===== src/rtl/dmem_port_arbiter.sv =====
// Two-port arbiter/sequencer in front of the single-port data memory.
// Port 0 normally wins; port 1 is forced through after MAX_WAIT denied cycles.
module dmem_port_arbiter #(
  parameter int unsigned MAX_WAIT = 4,
  parameter int unsigned MEM_BITS = 16
) (
  input  logic        i_clk,
  input  logic        rst_n,

  input  logic        p0_valid,
  output logic        p0_ready,
  input  logic        p0_we,
  input  logic [31:0] p0_addr,
  input  logic [31:0] p0_wdata,
  input  logic [2:0]  p0_func3,
  output logic        p0_rvalid,
  output logic [31:0] p0_rdata,
  output logic        p0_err,

  input  logic        p1_valid,
  output logic        p1_ready,
  input  logic        p1_we,
  input  logic [31:0] p1_addr,
  input  logic [31:0] p1_wdata,
  input  logic [2:0]  p1_func3,
  output logic        p1_rvalid,
  output logic [31:0] p1_rdata,
  output logic        p1_err,

  output logic        o_wr_en,
  output logic [31:0] o_addr,
  output logic [31:0] o_w_data,
  output logic [2:0]  o_func3,
  input  logic [31:0] i_r_data
);

  localparam int unsigned     CNT_W   = (MAX_WAIT < 1) ? 1 : $clog2(MAX_WAIT + 1);
  localparam logic [CNT_W-1:0] CNT_MAX = CNT_W'(MAX_WAIT);
  localparam logic [CNT_W-1:0] CNT_ONE = CNT_W'(1);

  function automatic logic addr_in_range(input logic [31:0] addr);
    logic [31:0] hi;
    hi = addr >> MEM_BITS;
    return (hi == 32'd0);
  endfunction

  function automatic logic access_legal(input logic we, input logic [31:0] addr,
                                        input logic [2:0] func3);
    logic size_ok;
    if (we) begin
      case (func3)
        3'b000, 3'b001, 3'b010: size_ok = 1'b1;
        default:                size_ok = 1'b0;
      endcase
    end else begin
      case (func3)
        3'b011, 3'b110, 3'b111: size_ok = 1'b0;
        default:                size_ok = 1'b1;
      endcase
    end
    return size_ok && addr_in_range(addr);
  endfunction

  logic [CNT_W-1:0] starve_q, starve_d;
  logic             p0_rvalid_q, p0_rvalid_d;
  logic [31:0]      p0_rdata_q,  p0_rdata_d;
  logic             p0_err_q,    p0_err_d;
  logic             p1_rvalid_q, p1_rvalid_d;
  logic [31:0]      p1_rdata_q,  p1_rdata_d;
  logic             p1_err_q,    p1_err_d;

  logic             grant0_s, grant1_s, any_grant_s, legal_s;
  logic             sel_we_s;
  logic [31:0]      sel_addr_s, sel_wdata_s;
  logic [2:0]       sel_func3_s;

  // Grant selection; gated by rst_n so nothing is accepted or driven while in reset.
  always_comb begin
    grant1_s    = rst_n & p1_valid & (~p0_valid | (starve_q == CNT_MAX));
    grant0_s    = rst_n & p0_valid & ~grant1_s;
    any_grant_s = grant0_s | grant1_s;
    if (grant1_s) begin
      sel_we_s    = p1_we;
      sel_addr_s  = p1_addr;
      sel_wdata_s = p1_wdata;
      sel_func3_s = p1_func3;
    end else begin
      sel_we_s    = p0_we;
      sel_addr_s  = p0_addr;
      sel_wdata_s = p0_wdata;
      sel_func3_s = p0_func3;
    end
    legal_s = any_grant_s & access_legal(sel_we_s, sel_addr_s, sel_func3_s);
  end

  // Memory drive: only a legal granted request reaches the memory.
  always_comb begin
    if (legal_s) begin
      o_wr_en  = sel_we_s;
      o_addr   = sel_addr_s;
      o_w_data = sel_wdata_s;
      o_func3  = sel_func3_s;
    end else begin
      o_wr_en  = 1'b0;
      o_addr   = 32'd0;
      o_w_data = 32'd0;
      o_func3  = 3'b000;
    end
    p0_ready = grant0_s;
    p1_ready = grant1_s;
  end

  // Starvation counter: counts consecutive cycles port 1 waits, saturating.
  always_comb begin
    if (!p1_valid || grant1_s) begin
      starve_d = '0;
    end else if (starve_q != CNT_MAX) begin
      starve_d = starve_q + CNT_ONE;
    end else begin
      starve_d = starve_q;
    end
  end

  // Next response per port; load data is taken from the memory at the grant edge.
  always_comb begin
    p0_rvalid_d = grant0_s;
    p0_err_d    = grant0_s & ~legal_s;
    if (grant0_s && legal_s && !sel_we_s) begin
      p0_rdata_d = i_r_data;
    end else begin
      p0_rdata_d = 32'd0;
    end
    p1_rvalid_d = grant1_s;
    p1_err_d    = grant1_s & ~legal_s;
    if (grant1_s && legal_s && !sel_we_s) begin
      p1_rdata_d = i_r_data;
    end else begin
      p1_rdata_d = 32'd0;
    end
  end

  // State and response registers; reset discards any pending response.
  always_ff @(posedge i_clk or negedge rst_n) begin
    if (!rst_n) begin
      starve_q    <= '0;
      p0_rvalid_q <= 1'b0;
      p0_rdata_q  <= 32'd0;
      p0_err_q    <= 1'b0;
      p1_rvalid_q <= 1'b0;
      p1_rdata_q  <= 32'd0;
      p1_err_q    <= 1'b0;
    end else begin
      starve_q    <= starve_d;
      p0_rvalid_q <= p0_rvalid_d;
      p0_rdata_q  <= p0_rdata_d;
      p0_err_q    <= p0_err_d;
      p1_rvalid_q <= p1_rvalid_d;
      p1_rdata_q  <= p1_rdata_d;
      p1_err_q    <= p1_err_d;
    end
  end

  assign p0_rvalid = p0_rvalid_q;
  assign p0_rdata  = p0_rdata_q;
  assign p0_err    = p0_err_q;
  assign p1_rvalid = p1_rvalid_q;
  assign p1_rdata  = p1_rdata_q;
  assign p1_err    = p1_err_q;

endmodule

===== config.mk =====
export PLATFORM = sky130hd
export DESIGN_NAME = dmem_port_arbiter
export DESIGN_NICKNAME = d
export VERILOG_FILES = /design/src/rtl/dmem_port_arbiter.sv
export SDC_FILE = /design/constraint.sdc
export NUM_CORES = 1
export LEC_CHECK = 0
export CORE_MARGIN = 2
export CORE_UTILIZATION = 31
export CTS_CLUSTER_SIZE = 12
export DETAILED_ROUTE_END_ITERATION = 12
export PLACE_DENSITY_LB_ADDON = 0.25
export SYNTH_ARGS = -nofsm -noshare
export SYNTH_HDL_FRONTEND = slang
export SYNTH_SLANG_ARGS = --single-unit

===== constraint.sdc =====
create_clock -name i_clk -period 2.09 [get_ports i_clk]
set_input_delay 0.418 -clock i_clk [delete_from_list [all_inputs] [get_ports i_clk]]
set_output_delay 0.418 -clock i_clk [all_outputs]
set_load 0.005 [all_outputs]

=== Word level (Yosys, flattened, before mapping) ===
Cells that the tools add are included.

* Logic and storage cells: 55
* Flip-flop bits (word level): 71
* Output and inout bits: 138
* Input bits: 172

* Bitwise logic cells: 12
* Reductions and logical operators: 13
* Muxes and demuxes: 15
* $add $sub $neg: 1
* Eq/ne operators: 7

{| class="wikitable"
|+ Operators with widths
! operator !! count
|-
| 2-to-1 mux 32 bit || 6
|-
| logical NOT 32 bit || 1
|-
| 2-to-1 mux 3 bit || 4
|-
| == test 3 bit, second input constant || 3
|-
| AND 1 bit || 7
|-
| == test 3 x 2 -> 1 bit, second input constant || 2
|-
| OR reduction 3 bit || 2
|-
| logical AND 1 bit || 5
|-
| 2-to-1 mux 1 bit || 5
|-
| adder 3 x 1 -> 3 bit, second input constant || 1
|-
| == test 3 x 1 -> 1 bit, second input constant || 1
|-
| logical NOT 3 bit || 1
|-
| != test 3 bit, second input constant || 1
|-
| inverter 1 bit || 3
|-
| logical NOT 1 bit || 2
|-
| OR 1 bit || 2
|-
| nonzero test 2 bit || 1
|-
| logical OR 1 bit || 1
|}

=== Depth between registers and ports, before layout ===
Gate-level depths: netlist (run 1).

* Depth after elaboration: 13
* Depth in mapped cells: 9
* Mapped depth without buffers: 7

=== Worst setup path before layout (run 1) ===
Ideal clock, no wire load.

* Path type: register to output
* From: register starve_q[0]
* To: output port o_addr[10]
* Arrival: 1.885 ns
* Path slack: -0.213 ns
* Required time: 1.672 ns
* Path buffers: 2
* Cell stages (with the launch flop): 10
* Cells stage by stage: dfrtp_1 > inv_1 > ha_1 > a21bo_2 > nand2_1 > inv_1 > clkbuf_1 > clkbuf_1 > nand3_1 > a21oi_1

* Word-level cells in the longest chain between the ends: 11
* Elaborated cells on any way between the ends: 24
* Those cells by class: eq/ne (6); mux (7); bitwise (6); reduce/logical (5)

{| class="wikitable"
|+ RTL lines
! what !! RTL line !! text
|-
| from (decl) || 64 || <nowiki>logic [CNT_W-1:0] starve_q, starve_d;</nowiki>
|-
| from (signal assigned) || 153 || <nowiki>starve_q <= starve_d;</nowiki>
|-
| == test 3 bit * || 79 || <nowiki>grant1_s = rst_n & p1_valid & (~p0_valid | (starve_q == CNT_MAX));</nowiki>
|-
| OR 1 bit * || 79 ||
|-
| AND 1 bit * || 79 ||
|-
| named net p1_ready || 21 || <nowiki>output logic p1_ready,</nowiki>
|-
| 2-to-1 mux 3 bit || 82 || <nowiki>if (grant1_s) begin</nowiki>
|-
| == test 3 x 2 -> 1 bit, or another cell as far along || 56 || <nowiki>case (func3)</nowiki>
|-
| OR reduction 3 bit (on tied branches) || 56, 51 ||
|-
| 2-to-1 mux 1 bit (on tied branches) || 56, 51 ||
|-
| 2-to-1 mux 1 bit || 50 || <nowiki>if (we) begin</nowiki>
|-
| logical AND 1 bit || 61 || <nowiki>return size_ok && addr_in_range(addr);</nowiki>
|-
| AND 1 bit || 93 || <nowiki>legal_s = any_grant_s & access_legal(sel_we_s, sel_addr_s, sel_func3_s);</nowiki>
|-
| 2-to-1 mux 32 bit * || 98 || <nowiki>if (legal_s) begin</nowiki>
|-
| to (decl) || 31 || <nowiki>output logic [31:0] o_addr,</nowiki>
|}

The timed path passes the listed nets; every way through them passes the cells marked *.

=== Worst setup path in the final report (run 1) ===
* From: register starve_q[0]
* To: output port o_w_data[2]

* Word-level cells in the longest chain between the ends: 11
* Elaborated cells on any way between the ends: 25
* Those cells by class: eq/ne (6); mux (8); bitwise (6); reduce/logical (5)

{| class="wikitable"
|+ RTL lines
! what !! RTL line !! text
|-
| == test 3 bit * || 79 ||
|-
| OR 1 bit * || 79 ||
|-
| AND 1 bit * || 79 ||
|-
| 2-to-1 mux 3 bit || 82 ||
|-
| == test 3 x 2 -> 1 bit, or another cell as far along || 56 ||
|-
| OR reduction 3 bit (on tied branches) || 56, 51 ||
|-
| 2-to-1 mux 1 bit (on tied branches) || 56, 51 ||
|-
| 2-to-1 mux 1 bit || 50 ||
|-
| logical AND 1 bit || 61 ||
|-
| AND 1 bit || 93 ||
|-
| 2-to-1 mux 32 bit * || 98 ||
|-
| to (decl) || 32 || <nowiki>output logic [31:0] o_w_data,</nowiki>
|}

Every way passes the cells marked *; elsewhere a longest branch is shown, timed or not.

==> impl_metrics.csv, run 1 <==
group,metric,value,unit
routing,route.detailed.drc,0,
critical_path,cp_common_cell,"sky130_fd_sc_hd__buf_6",
power_and_ir_drop,power.combinational.fraction,20.7,%
critical_path,worstPathBufferInverterCount,6,
logic_synthesis,synth_top_area_share,42.5,%
die,die_height,120,um
critical_path,worst-setup-path-type,"reg2out",
critical_path,worst_r2r_startpoint,"starve_q[0]",
power_and_ir_drop,total_switching_power,0.808,mW
final_layout,final_nets,954,
worst_hold_path,min-delay-path-class,"in2async",
grt,antenna_found_initial,0,
grt,wire_length_of_the_first_global_routing_pass,28800,um
final_layout,layout-drive-gt1-share,35.4,%
critical_path,critPathMaxStageDelay,360,ps
power_and_ir_drop,internal_power,2.71,mW
critical_path,cp_data_arrival_time,2200,ps
logic_synthesis,ys_seq_elements,71,
power_and_ir_drop,netSwitchingFraction,23.0,%
logic_synthesis,synth_simple_gate_area_share,38.9,%
logic_synthesis,post_synth_inst_count,440,
logic_synthesis,synth_seq_area_share,42.5,%
logic_synthesis,synth.yosys.warnings,0,
critical_path,crit-reg2reg-capture,"p0_rdata[30]",
run_status,outcome,"finished, violations left",
timing,period_needed,2610,ps
power_and_ir_drop,worst_ir_drop_vdd,0.285,mV
run,max_cap_viol_count,0,
timing,postLayoutSetupSlackWorst,-524,ps
logic_synthesis,synth_compound_gate_area_share,8.97,%
clock_tree,clock_tree_from_tritoncts,"yes",
place,hpwlAfterDp,12300,um
clock_tree,hold_buffers,0,
routing,drt-vias-per-instance,5.28,
critical_path,worstPathMaxFanout,7,
clock_tree,number_of_cts_inserted_buffers,9,
critical_path,timing.critical_path.cells,"inv_2, ha_4, a21bo_4, a211oi_4, buf_6, buf_8, buf_12, buf_6, nand3_4, a21oi_2, buf_2",
logic_synthesis,synthMuxAreaShare,0,%
timing,slew_violations,0,
timing,max_slew_margin,48.5,%
clock_tree,max-clock-path-buffers,2,
place,placed_area,7540,um2
final_layout,antenna-diode-count,0,
grt,grt_start_max_net_pins,57,
critical_path,setup.reg_to_reg.worst_slack,-330,ps
logic_synthesis,post_synth_fa_ha_maj_area_fraction,0.598,%
critical_path,critPathCaptureType,"primary output",
clock_tree,clk_pin_slew,50,ps
logic_synthesis,synthDominantAreaCellType,"sky130_fd_sc_hd__dfrtp_1",
logic_synthesis,async_reset_ff_share,100,%
run_status,failed_checks,"negative setup slack",
grt,grt.total_usage,25.9,%
logic_synthesis,synth_cell_types,35,
logic_synthesis,synthTopCellsByArea,"sky130_fd_sc_hd__dfrtp_1, sky130_fd_sc_hd__nand3_1, sky130_fd_sc_hd__nor4_2",
logic_synthesis,syn_area,4190,um2
grt,grt_pass1_vias,5192,
power_and_ir_drop,seq_power_share,39.6,%
timing,finalSetupViolCount,85,
logic_synthesis,synth_top_family_by_area,"simple AND/OR/NAND/NOR gates",
timing,fin_crit_sh,125,%
routing,routedWlPerCell,20.4,um
critical_path,cp_data_required_time,1670,ps
logic_synthesis,edff_count_synth,0,
timing,finalHoldViolations,0,
die,dieArea,14400,um2
clock_tree,worstSkewPairLatency,320,ps
clock_tree,cts_max_level,3,
die,floorplan.initialDensity,31.7,%
die,num_io_pins,310,
timing,max_freq,383,MHz
place,port_buffers,293,
logic_synthesis,yosys.area_share.xor_xnor,0.209,%
routing,drt_first_iter_violations,312,
routing,drtPass1Iterations,7,
clock_tree,tritoncts_num_sinks,71,
logic_synthesis,synthFlopType,"sky130_fd_sc_hd__dfrtp_1",
power_and_ir_drop,power_leakage,3.47,nW
clock_tree,clock-root-buffer,"sky130_fd_sc_hd__clkbuf_16",
power_and_ir_drop,share_clk_of_total_power,39.7,%
timing,rsz0062_at_grt,"yes",
final_layout,final_cell_area,8710,um2
timing,clock_skew,5.07,ps
critical_path,worst_path_max_delay_cell,"sky130_fd_sc_hd__dfrtp_1",
final_layout,final_util,66.0,%
routing,routed-via-count,5059,
power_and_ir_drop,cellPowerDensity,404,nW/um2
die,fp.coreArea,13200,um2
timing,tightestPinTransition,771,ps
routing,postRouteAntennaNets,0,
final_layout,synthToLayoutAreaGrowth,108,%
place,placer_congestion_estimate,0.884,
die,die_w,120,um
critical_path,critical_path_start_type,"register",
critical_path,cpLargestDelayFamily,"buffers and inverters",
routing,wl,19500,um
grt,overflow,0,
logic_synthesis,synth_area_per_cell,9.51,um2
critical_path,reg2regPathDepth,13,
die,placement_rows,42,
synth_stat cells (all sizes together) (2+ instances only):
master and count:
nor4 37, o21a 2, nand2 8, or4 4, ha 2, buf 30
and4b 32, a21oi 53, inv 4, o21ai 2, nor2 6, nand3b 32
nand3 104, clkbuf 38, dfrtp 71
kinds of logic after synthesis:
| family | count (synthesis) |
|---|---|
| simple gates | 228 |
| buf+inv | 72 |
| flops | 71 |
| compound gates | 65 |
| fa+ha+maj | 2 |
| xor+xnor | 1 |
| other cells | 1 |
worst register-to-register path, cell delays in order, from the launching register on:
cell and delay [ps]:
sky130_fd_sc_hd__dfrtp_1 360, sky130_fd_sc_hd__inv_2 50, sky130_fd_sc_hd__ha_4 170, sky130_fd_sc_hd__a21bo_4 220, sky130_fd_sc_hd__a211oi_4 230, sky130_fd_sc_hd__buf_4 230, sky130_fd_sc_hd__buf_16 150, sky130_fd_sc_hd__buf_12 100
sky130_fd_sc_hd__buf_4 100, sky130_fd_sc_hd__a22oi_2 70, sky130_fd_sc_hd__buf_6 140, sky130_fd_sc_hd__buf_4 150, sky130_fd_sc_hd__buf_16 140, sky130_fd_sc_hd__nor4_4 210
state kept, by name, indices dropped and copies added (netlist names):
register / count
p0_err: 1
starve_q: 3
p1_err: 1
p1_rvalid: 1
p0_rvalid: 1
p1_rdata: 32
p0_rdata: 32
timing repair:
action | CTS | global route
endpoints found under the setup margin | 119 | 89
hold endpoints to repair | 0 | 0
gates cloned | 13 | 3
pin swaps | 46 | 23
setup buffers | 22 | 8
gates resized for setup | 334 | 46
placed cells by master (no fill, tap or decap), drive strengths merged, types with 2 or more instances in the layout:
| master | instances |
|---|---|
| clkdlybuf4s50 | 215 |
| buf | 140 |
| nand3 | 104 |
| dfrtp | 71 |
| a21oi | 53 |
| nor4 | 37 |
| nand3b | 32 |
| and4b | 32 |
| clkbuf | 19 |
| conb | 16 |
| dlygate4sd2 | 12 |
| nand2 | 8 |
| nor2 | 7 |
| clkdlybuf4s15 | 6 |
| or4 | 4 |
| inv | 3 |
| clkinv | 2 |
| o21ai | 2 |
| o21a | 2 |
| ha | 2 |
worst max path at each step:
stage / startpoint / to / slack, ps / depth (start not counted)
floorplan: p0_addr[22] / o_addr[7] / -90 / 5
CTS: starve_q[0] / o_w_data[28] / -560 / 10
global placement: p0_addr[22] / o_addr[7] / -1140 / 7
detailed placement: p1_addr[26] / o_addr[7] / -1150 / 7
global route: starve_q[0] / o_w_data[2] / -620 / 11
finish: starve_q[0] / o_w_data[2] / -520 / 11
power groups by stage:
stage | Sequential (mW) | Combinational [mW] | Clock (mW)
after floorplan | 1.42 | 0.181 | 0
after global routing | 1.39 | 0.774 | 1.50
final | 1.39 | 0.728 | 1.40
after detailed placement | 1.41 | 0.646 | 0
after global placement | 1.41 | 0.638 | 0
after CTS | 1.39 | 0.703 | 1.42
through the flow:
step	std cells	setup TNS, ps	total power, mW	setup slack, ps	hold slack, ps
after detailed placement	902	-90810	2.06	-1150	513
final	958	-29890	3.52	-524	169
after global placement	902	-86430	2.05	-1140	501
after floorplan	455	-4450	1.60	-92.0	122
after CTS	950	-30420	3.52	-559	170
after global routing	958	-37260	3.67	-617	195
cell type report:
type	count	area (um2)
multi-input cells	313	2650
flip-flops and latches	71	1780
fillers	1037	4480
inverters	4	27.5
clock inverters	2	35.0
clock buffers	11	233
repair buffers	381	3770
well taps	176	220
metal layers:
layer / GRT usage (%) / routed length [um] / part of all wire [%] / vias to the layer above
li1: - / - / - / 2287
met1: 30.4 / 7390 / 38 / 2502
met2: 46.3 / 10300 / 53 / 234
met3: 5.38 / 1220 / 6.2 / 36
met4: 9.49 / 582 / 3.0 / 0
met5: 0 / 0 / 0 / -
No activity file was read; power rests on OpenSTA's default activity.
==> run 2: changes to the inputs <==
--- a/config.mk
+++ b/config.mk
@@ -10,6 +10,7 @@
 export CTS_CLUSTER_SIZE = 12
 export DETAILED_ROUTE_END_ITERATION = 12
 export PLACE_DENSITY_LB_ADDON = 0.25
+export SLEW_MARGIN = 20
 export SYNTH_ARGS = -nofsm -noshare
 export SYNTH_HDL_FRONTEND = slang
 export SYNTH_SLANG_ARGS = --single-unit
==> results of run 2 <==
No change in the layout: final DEF, timing and power equal those of run 1.
==> run 3: changes to the inputs <==
--- a/config.mk
+++ b/config.mk
@@ -9,7 +9,8 @@
 export CORE_UTILIZATION = 31
 export CTS_CLUSTER_SIZE = 12
 export DETAILED_ROUTE_END_ITERATION = 12
-export PLACE_DENSITY_LB_ADDON = 0.25
+export GPL_ROUTABILITY_DRIVEN = 0
+export PLACE_DENSITY = 0.77
 export SLEW_MARGIN = 20
 export SYNTH_ARGS = -nofsm -noshare
 export SYNTH_HDL_FRONTEND = slang
==> run 3 against run 2 <==
Compared with the run above: clock skew barely moved; utilization rose by 5.0 points; via count rose by 2.3%; critical path type unchanged; global-route usage rose by 1.7 points; the flow still finishes with violations (negative setup slack); first-iteration DRC count fell by 7.1%.
==> impl_metrics.csv, run 3 (synthesized netlist as in run 1, its figures left out) <==
group,metric,value,unit
routing,wl,20700,um
timing,tns,-37010,ps
power_and_ir_drop,power.combinational.fraction,22.3,%
critical_path,cp_data_arrival_time,2230,ps
critical_path,critical_path_start_type,"register",
critical_path,critPathMaxStageDelay,380,ps
power_and_ir_drop,netSwitchingFraction,26.6,%
timing,finalSetupViolCount,85,
critical_path,worstPathBufferInverterCount,5,
critical_path,timing.critical_path.cells,"inv_2, ha_4, a21bo_4, a211oi_4, buf_6, buf_12, buf_6, nand4b_1, a21oi_1, buf_2",
grt,grt.total_usage,27.6,%
power_and_ir_drop,pwr_total,3.58,mW
power_and_ir_drop,cellPowerDensity,382,nW/um2
clock_tree,max-clock-path-buffers,2,
timing,tightestPinTransition,1060,ps
power_and_ir_drop,worst_ir_drop_vdd,0.356,mV
critical_path,worst-setup-path-type,"reg2out",
power_and_ir_drop,share_clk_of_total_power,38.8,%
place,place_inst,906,
timing,finalHoldViolations,0,
die,die_w,120,um
place,port_buffers,293,
critical_path,cp_common_cell,"sky130_fd_sc_hd__buf_6",
routing,routedWlPerCell,21.4,um
run_status,outcome,"finished, violations left",
place,hpwlAfterDp,12900,um
place,post-place-ws,-1150,ps
critical_path,critPathCaptureType,"primary output",
clock_tree,number_of_cts_inserted_buffers,9,
routing,drtPass1Iterations,4,
power_and_ir_drop,internal_power,2.63,mW
routing,routed-via-count,5175,
die,dieArea,14400,um2
final_layout,synthToLayoutAreaGrowth,124,%
clock_tree,clk_pin_slew,60,ps
final_layout,antenna-diode-count,0,
critical_path,worst_path_max_delay_cell,"sky130_fd_sc_hd__dfrtp_1",
timing,period_needed,2650,ps
die,floorplan.initialDensity,31.7,%
routing,route.detailed.drc,0,
timing,max_slew_margin,29.4,%
die,fp.coreArea,13200,um2
final_layout,final_nets,956,
timing,clock_skew,4.92,ps
routing,drt_first_iter_violations,290,
power_and_ir_drop,power_leakage,3.86,nW
die,placement_rows,42,
grt,antenna_found_initial,0,
routing,postRouteAntennaNets,0,
die,num_io_pins,310,
power_and_ir_drop,total_switching_power,0.952,mW
clock_tree,cts_max_level,3,
clock_tree,clock-root-buffer,"sky130_fd_sc_hd__clkbuf_16",
timing,postLayoutSetupSlackWorst,-560,ps
grt,overflow,0,
timing,fin_crit_sh,127,%
clock_tree,clock_tree_from_tritoncts,"yes",
final_layout,final_common_cell,"sky130_fd_sc_hd__clkdlybuf4s50_1",
clock_tree,worstSkewPairLatency,320,ps
critical_path,worstPathMaxFanout,4,
worst_hold_path,min-delay-path-class,"in2async",
grt,grt_start_max_net_pins,50,
die,die_height,120,um
grt,grt_pass1_vias,5447,
timing,rsz0062_at_grt,"yes",
grt,wire_length_of_the_first_global_routing_pass,30700,um
final_layout,final_util,71.0,%
final_layout,layout.cells.most_common_list,"sky130_fd_sc_hd__clkdlybuf4s50_1, sky130_fd_sc_hd__dfrtp_1, sky130_fd_sc_hd__nand3_1",
critical_path,cpLargestDelayFamily,"compound AO/OA/AOI/OAI gates",
final_layout,layoutNonFillerInstCount,963,
critical_path,cp_data_required_time,1670,ps
timing,max_freq,377,MHz
power_and_ir_drop,seq_power_share,38.9,%
final_layout,layout-drive-gt1-share,41.0,%
clock_tree,hold_buffers,0,
routing,drt-vias-per-instance,5.37,
timing,slew_violations,0,
run,max_cap_viol_count,0,
run_status,failed_checks,"negative setup slack",
clock_tree,tritoncts_num_sinks,71,
final_layout,fillerInstances,905,
[run 3: cell types whose count changed in the layout (fill, tap and decap cells not counted), sizes merged]
cell           before  now
buf               140  146
clkinvlp            0    2
clkinv              2    4
bufinv              1    0
clkdlybuf4s15       6    4
bufbuf              0    2
clkdlybuf4s50     215  214
dlygate4sd2        12   14
clkbuf             19   12
inv                 3    5
[run 3: power groups by stage]
stage,clock [mW],combinational [mW],sequential [mW]
3_3_place_gp,0,0.636,1.41
2_1_floorplan,0,0.181,1.42
5_1_grt,1.46,0.839,1.39
6_report,1.39,0.797,1.39
4_1_cts,1.41,0.741,1.39
3_5_place_dp,0,0.648,1.41
[run 3: final timing paths]
check / from / end / slack (ps) / cells after the start
setup / recovery: starve_q[0] / o_wr_en / -560 / 10
hold / removal: rst_n / p0_rdata[22] / 130 / 2
setup reg to reg: starve_q[0] / p0_rdata[29] / -460 / 14
hold reg to reg: starve_q[1] / starve_q[1] / 690 / 3
max in group asynchronous: rst_n / p0_rdata[18] / 1480 / 3
min in group i_clk: starve_q[1] / starve_q[1] / 690 / 3
[run 3: final cells by class]
| cell class | instances | area [um2] | area share (%) |
|---|---|---|---|
| clock inverter | 7 | 47.5 | 0.508 |
| sequential | 71 | 1780 | 19.0 |
| inverter | 4 | 22.5 | 0.240 |
| timing repair buffer | 383 | 3910 | 41.7 |
| multi-input combinational | 313 | 3170 | 33.8 |
| clock buffer | 9 | 225 | 2.40 |
| tap | 176 | 220 | 2.35 |
[run 3: worst reg2reg max path: stages, from the launching register on]
cell	delay, ps
sky130_fd_sc_hd__dfrtp_1	380
sky130_fd_sc_hd__inv_2	60
sky130_fd_sc_hd__ha_4	160
sky130_fd_sc_hd__a21bo_4	220
sky130_fd_sc_hd__a211oi_4	300
sky130_fd_sc_hd__buf_6	180
sky130_fd_sc_hd__buf_8	140
sky130_fd_sc_hd__buf_6	120
sky130_fd_sc_hd__buf_6	90
sky130_fd_sc_hd__buf_6	80
sky130_fd_sc_hd__a22oi_2	120
sky130_fd_sc_hd__buf_12	160
sky130_fd_sc_hd__buf_12	120
sky130_fd_sc_hd__buf_12	140
sky130_fd_sc_hd__nor4_4	200
[run 3: what timing repair did]
item / CTS / global route
setup endpoints to repair: 118 / 119
gates cloned: 15 / 0
pin swaps: 84 / 71
gates resized for setup: 420 / 91
buffers inserted: 29 / 6
[run 3: metal layers]
metal / vias to the layer above / global-route usage, % / wire [um]
met5: - / 0 / 0
met4: 0 / 10.1 / 500
met3: 32 / 5.90 / 1300
met2: 235 / 50.1 / 11000
met1: 2602 / 31.8 / 7870
li1: 2306 / - / -
[run 3: stage by stage]
step / hold WS (ps) / cell area (um2)
final: 127 / 9370
after global routing: 155 / 9370
after CTS: 132 / 8940
after detailed placement: 471 / 7580
after global placement: 457 / 7580
after floorplan: 122 / 4280
